**src/rtl/relu_pkg.sv**
```systemverilog
// Shared definitions for the masked vector ReLU block: FSM encoding and share layout.
package relu_pkg;

    typedef enum logic [1:0] {
        IDLE = 2'd0,
        RUN  = 2'd1,
        DONE = 2'd2
    } relu_state_t;

    // Each garbler element holds two N-bit shares: r1 in the upper half, r2 in the lower.
    localparam int G_SHARES  = 2;
    localparam int R1_SHARE  = 1;
    localparam int R2_SHARE  = 0;

endpackage

```
**src/rtl/relu_lane.sv**
```systemverilog
// Combinational single-element ReLU on masked shares: o = ReLU(r1 + e) + r2 mod 2^N.
// RELU_VEC_SIGNED_EN selects a two's-complement sign test instead of the carry-out test.
module relu_lane
    import relu_pkg::*;
#(
    parameter int N = 32
) (
    input  logic [N-1:0] r1,
    input  logic [N-1:0] r2,
    input  logic [N-1:0] e,
    output logic [N-1:0] o
);

    logic [N-1:0] x;
    logic [N-1:0] relu_x;
    logic         pos;

    always_comb begin
`ifdef RELU_VEC_SIGNED_EN
        x   = r1 + e;
        pos = ~x[N-1];
`else
        {pos, x} = {1'b0, r1} + {1'b0, e};
`endif
        relu_x = pos ? x : '0;
        o      = relu_x + r2;
    end

endmodule

```
**src/rtl/relu_vec.sv**
```systemverilog
// Vector ReLU on masked shares, C lanes per cycle over L elements with a valid/ready handshake.
// Optional macro RELU_VEC_SIGNED_EN (see relu_lane) changes only the positivity test.
module relu_vec
    import relu_pkg::*;
#(
    parameter int N = 32,
    parameter int L = 8,
    parameter int C = 2
) (
    input  logic                       clk,
    input  logic                       rst,
    input  logic                       in_valid,
    output logic                       in_ready,
    input  logic [G_SHARES*N*L-1:0]    g_input,
    input  logic [N*L-1:0]             e_input,
    output logic [N*L-1:0]             o,
    output logic                       out_valid,
    input  logic                       out_ready,
    output logic                       busy
);

    localparam int IW = $clog2(L) + 1;
    localparam logic [IW-1:0] STEP  = IW'(C);
    localparam logic [IW-1:0] LIMIT = IW'(L);

    relu_state_t state, next_state;

    logic [IW-1:0]           idx;
    logic [G_SHARES*N*L-1:0] g_reg;
    logic [N*L-1:0]          e_reg;
    logic                    last_step;

    int           lane_elem [C];
    logic [N-1:0] lane_r1   [C];
    logic [N-1:0] lane_r2   [C];
    logic [N-1:0] lane_e    [C];
    logic [N-1:0] lane_o    [C];

    assign last_step = ((idx + STEP) == LIMIT);

    // Element index is clamped so DONE (idx == L) never addresses past the vector.
    always_comb begin
        for (int c = 0; c < C; c++) begin
            lane_elem[c] = int'(idx) + c;
            if (lane_elem[c] >= L) begin
                lane_elem[c] = 0;
            end
            lane_r1[c] = g_reg[G_SHARES*N*lane_elem[c] + R1_SHARE*N +: N];
            lane_r2[c] = g_reg[G_SHARES*N*lane_elem[c] + R2_SHARE*N +: N];
            lane_e[c]  = e_reg[N*lane_elem[c] +: N];
        end
    end

    for (genvar c = 0; c < C; c++) begin : g_lane
        relu_lane #(.N(N)) u_lane (
            .r1 (lane_r1[c]),
            .r2 (lane_r2[c]),
            .e  (lane_e[c]),
            .o  (lane_o[c])
        );
    end

    always_ff @(posedge clk) begin
        if (rst) begin
            state <= IDLE;
        end else begin
            state <= next_state;
        end
    end

    always_comb begin
        next_state = state;
        in_ready   = 1'b0;
        out_valid  = 1'b0;
        busy       = 1'b0;
        case (state)
            IDLE: begin
                in_ready = 1'b1;
                if (in_valid) begin
                    next_state = RUN;
                end
            end
            RUN: begin
                busy = 1'b1;
                if (last_step) begin
                    next_state = DONE;
                end
            end
            DONE: begin
                busy      = 1'b1;
                out_valid = 1'b1;
                if (out_ready) begin
                    next_state = IDLE;
                end
            end
            default: next_state = IDLE;
        endcase
    end

    // Inputs are captured only at accept, so port activity during RUN/DONE cannot disturb o.
    always_ff @(posedge clk) begin
        if (rst) begin
            idx   <= '0;
            g_reg <= '0;
            e_reg <= '0;
            o     <= '0;
        end else begin
            case (state)
                IDLE: begin
                    if (in_valid) begin
                        g_reg <= g_input;
                        e_reg <= e_input;
                        idx   <= '0;
                    end
                end
                RUN: begin
                    for (int c = 0; c < C; c++) begin
                        o[N*lane_elem[c] +: N] <= lane_o[c];
                    end
                    idx <= idx + STEP;
                end
                default: ;
            endcase
        end
    end

endmodule

```
**config.mk**
```make
export PLATFORM = sky130hd
export DESIGN_NAME = relu_vec
export DESIGN_NICKNAME = d
export VERILOG_FILES = /design/src/rtl/relu_pkg.sv /design/src/rtl/relu_lane.sv /design/src/rtl/relu_vec.sv
export SDC_FILE = /design/constraint.sdc
export NUM_CORES = 2
export LEC_CHECK = 0
export ABC_CLOCK_PERIOD_IN_PS = 15700
export BUFFER_PORTS_ARGS = -buffer_cell sky130_fd_sc_hd__buf_2
export CORE_MARGIN = 4
export CORE_UTILIZATION = 29
export CTS_CLUSTER_DIAMETER = 120
export DETAILED_ROUTE_END_ITERATION = 8
export SKIP_LAST_GASP = 1
export SLEW_MARGIN = 20
export SYNTH_ARGS = -nofsm -noshare
export SYNTH_HDL_FRONTEND = slang
export SYNTH_SLANG_ARGS = --single-unit
```
**constraint.sdc**
```tcl
create_clock -name clk -period 15.7 [get_ports clk]
set_clock_uncertainty 0.05 [all_clocks]
set_input_delay 3.14 -clock clk [delete_from_list [all_inputs] [get_ports clk]]
set_output_delay 3.14 -clock clk [all_outputs]
set_load 0.03 [all_outputs]
```
==> results.sh <==
export IMPL_outcome="complete, no violations"
export IMPL_drive_gt1_share_pct=20.00
export IMPL_vdd_drop_max_v=0.00008137
export IMPL_worst_pin_slew_ps=1196
export IMPL_largest_register_ff_count=512
export IMPL_synth_edff_count=0
export IMPL_path_class="flip-flop to flip-flop"
export IMPL_post_route_min_period_ps=9631
export IMPL_reg2reg_depth=27
export IMPL_cts_resized_gates=0
export IMPL_antenna_found_initial=57
export IMPL_wl_per_cell_um=24.97
export IMPL_path_clk_slew_ps=70
export IMPL_fin_setup_tns_ps=0
export IMPL_ant_nets=0
export IMPL_drc_errors=0
export IMPL_reg2reg_from="idx[3]"
export IMPL_final_nets=8045
export IMPL_yosys_area_top_type_share_pct=42.37
export IMPL_num_vias=49240
export IMPL_final_area_mm2=0.05958
export IMPL_placementRows=149
export IMPL_min_period_over_period_pct=61.34
export IMPL_cts_path_max_buffers=3
export IMPL_yosys_area_top_type="dfxtp_1"
export IMPL_p_per_area_mw_per_mm2=121.2
export IMPL_placed_cell_area_mm2=0.05546
export IMPL_yosysMostFrequentCell="nand2_1"
export IMPL_worstPathArrival_ps=10190
export IMPL_netlist_area_mm2=0.04861
export IMPL_grt_util_all_layers_pct=25.61
export IMPL_fmax_ghz=0.1038
export IMPL_rr_endpoint="o[27]"
export IMPL_ys_async_sr_fraction_pct=0
export IMPL_drv_cap=0
export IMPL_syn_area_per_cell_um2=7.626
export IMPL_setup_viol=0
export IMPL_cp_max_fo=84
export IMPL_fin_cells=9447
export IMPL_dp_final_hpwl_um=183400
export IMPL_hold_depth=2
export IMPL_fp_dieH_um=417.4
export IMPL_start_kind="flip-flop"
export IMPL_place_congestion=0.9585
export IMPL_routed_wl_um=235900
export IMPL_leakagePower_nw=24.67
export IMPL_synth_seq_cells=1029
export IMPL_port_buffers=1030
export IMPL_rrSetupSlack_ps=6070
export IMPL_hold_violations=0
export IMPL_cts_root_buf="clkbuf_16"
export IMPL_yosysSeqAreaShare_pct=42.37
export IMPL_post_cts_setup_buffers=0
export IMPL_grt_pass1_vias=46950
export IMPL_ys_warn_count=0
export IMPL_worst_slew_margin_rel_pct=19.86
export IMPL_areaGrowthSynthToFinish_pct=22.56
export IMPL_min_to="g_reg[258]"
export IMPL_dp_cells=9202
export IMPL_die_area_mm2=0.1742
export IMPL_die_w_um=417.4
export IMPL_grt_max_degree=229
export IMPL_start_util_pct=29.33
export IMPL_hold_path_class="flip-flop to flip-flop"
export IMPL_clock_sinks=1029
export IMPL_cts_buffers=115
export IMPL_ys_top_cells_by_area="dfxtp_1 (42%), nand2_1 (17%), a21oi_1 (9.9%), mux4_2 (4.4%), ha_1 (3.6%)"
export IMPL_slew_viol_final=0
export IMPL_h_tree_depth=3
export IMPL_required_ps=16260
export IMPL_vias_per_cell=5.212
export IMPL_synthCells=6375
export IMPL_fill_cells=17600
export IMPL_synth_common_cells="nand2_1 (2217), dfxtp_1 (1029), a21oi_1 (963)"
export IMPL_synth_flop_cell="dfxtp_1"
export IMPL_clock_latency_ps=760
export IMPL_cts_hold_buf=0
export IMPL_cts_tree="yes"
export IMPL_drt_initial_drc_count=4817
export IMPL_gr_total_overflow=0
export IMPL_drt_pre_antenna_iters=6
export IMPL_io_pins=1031
export IMPL_critPathCaptureType="flip-flop"
export IMPL_ys_types=86
export IMPL_finalPower_mw=7.224
export IMPL_holdCritStartpoint="g_reg[258]"
export IMPL_rsz0062_at_grt="false"
export IMPL_grt_pass1_wl_um=328100
export IMPL_core_area_mm2=0.1657
metal layers:
layer	global-route usage, %	vias up	part of all wire, %
met2	43.21	1864	48
li1	-	23250	-
met5	0	-	0.10
met4	15.17	36	6.6
met1	29.69	23610	38
met3	5.884	482	7.3
cell usage in the layout (no fill, tap or decap), types with 19 or more instances in the layout:
cell,instances
clkbuf_1,21
dfxtp_1,1026
mux4_2,96
a31oi_1,103
buf_4,64
nand3b_1,21
o31ai_1,20
xor2_1,41
inv_1,37
ha_1,139
o21ai_0,90
a21oi_1,962
clkbuf_16,115
xnor2_1,54
clkinv_2,19
nor2b_1,117
a22oi_1,115
diode_2,32
a21o_1,51
buf_2,1029
nor2_1,314
nand2b_1,25
nand2_1,2213
clkbuf_8,23
nor3_1,41
a211oi_1,136
nand3_1,37
layout make-up:
cell class,instances,area [um^2],area share (%)
antenna,32,80.08,0.1344
clock buffer,159,3273,5.493
clock inverter,54,768.2,1.289
inverter,39,151.4,0.2541
multi-input combinational,4843,26160,43.91
sequential,1029,20610,34.59
tap,2189,2739,4.597
timing repair buffer,1102,5797,9.729
logic make-up after synthesis:
group | Yosys count | synth area share (%)
adder cells (fa/ha/maj) | 143 | 3.742
buffers and inverters | 506 | 4.000
multiplexers | 97 | 4.468
flip-flops | 1029 | 42.37
AND/OR/NAND/NOR | 2887 | 24.11
XOR/XNOR | 96 | 1.730
AO/OA/AOI/OAI | 1615 | 19.56
other | 2 | 0.01545
power breakdown:
group / total (mW) / internal, mW / switching, mW / leakage, nW
clock: 2.86 / 1.68 / 1.18 / 1.98
combinational: 1.44 / 0.444 / 0.992 / 14.3
sequential: 2.92 / 2.80 / 0.123 / 8.41
total: 7.22 / 4.93 / 2.30 / 24.7
critical path: stages, from the launching register on:
cell and delay, ps:
dfxtp_4 680, inv_4 220, nand2_4 330, buf_4 820, buf_4 600, a211oi_1 100, a31oi_1 380, ha_1 390
a21o_1 200, a21o_1 190, or3_1 300, o31ai_1 580, nor2_1 130, or2_2 340, a21oi_2 120, buf_4 380
nor3_1 110, ha_1 390, o211ai_1 120, o211a_1 250, nor4b_1 700, o21ai_0 280, a21oi_1 250, nor4_1 110
o31ai_1 380, xor2_1 590, a221oi_1 160, nor3_1 200
worst max-delay path by stage:
| stage | start | slack (ps) | endpoint | depth (start not counted) |
|---|---|---|---|---|
| 6_report | idx[3] | 6070 | o[27] | 27 |
| 5_1_grt | idx[3] | 5590 | o[28] | 27 |
| 2_1_floorplan | idx[1] | 8300 | o[24] | 30 |
| 3_5_place_dp | idx[3] | 6330 | o[27] | 27 |
| 4_1_cts | idx[3] | 6220 | o[27] | 27 |
| 3_3_place_gp | idx[3] | 6360 | o[27] | 27 |
through the flow:
stage	util (%)	worst slack (ps)	hold slack [ps]
2_1_floorplan	-	8298	381.8
3_3_place_gp	33.45	6365	385.9
3_5_place_dp	33.46	6331	392.8
4_1_cts	35.90	6218	399.6
5_1_grt	35.93	5595	412.9
6_report	35.95	6069	399.0
Note: power is estimated with default switching activity, not from simulation.
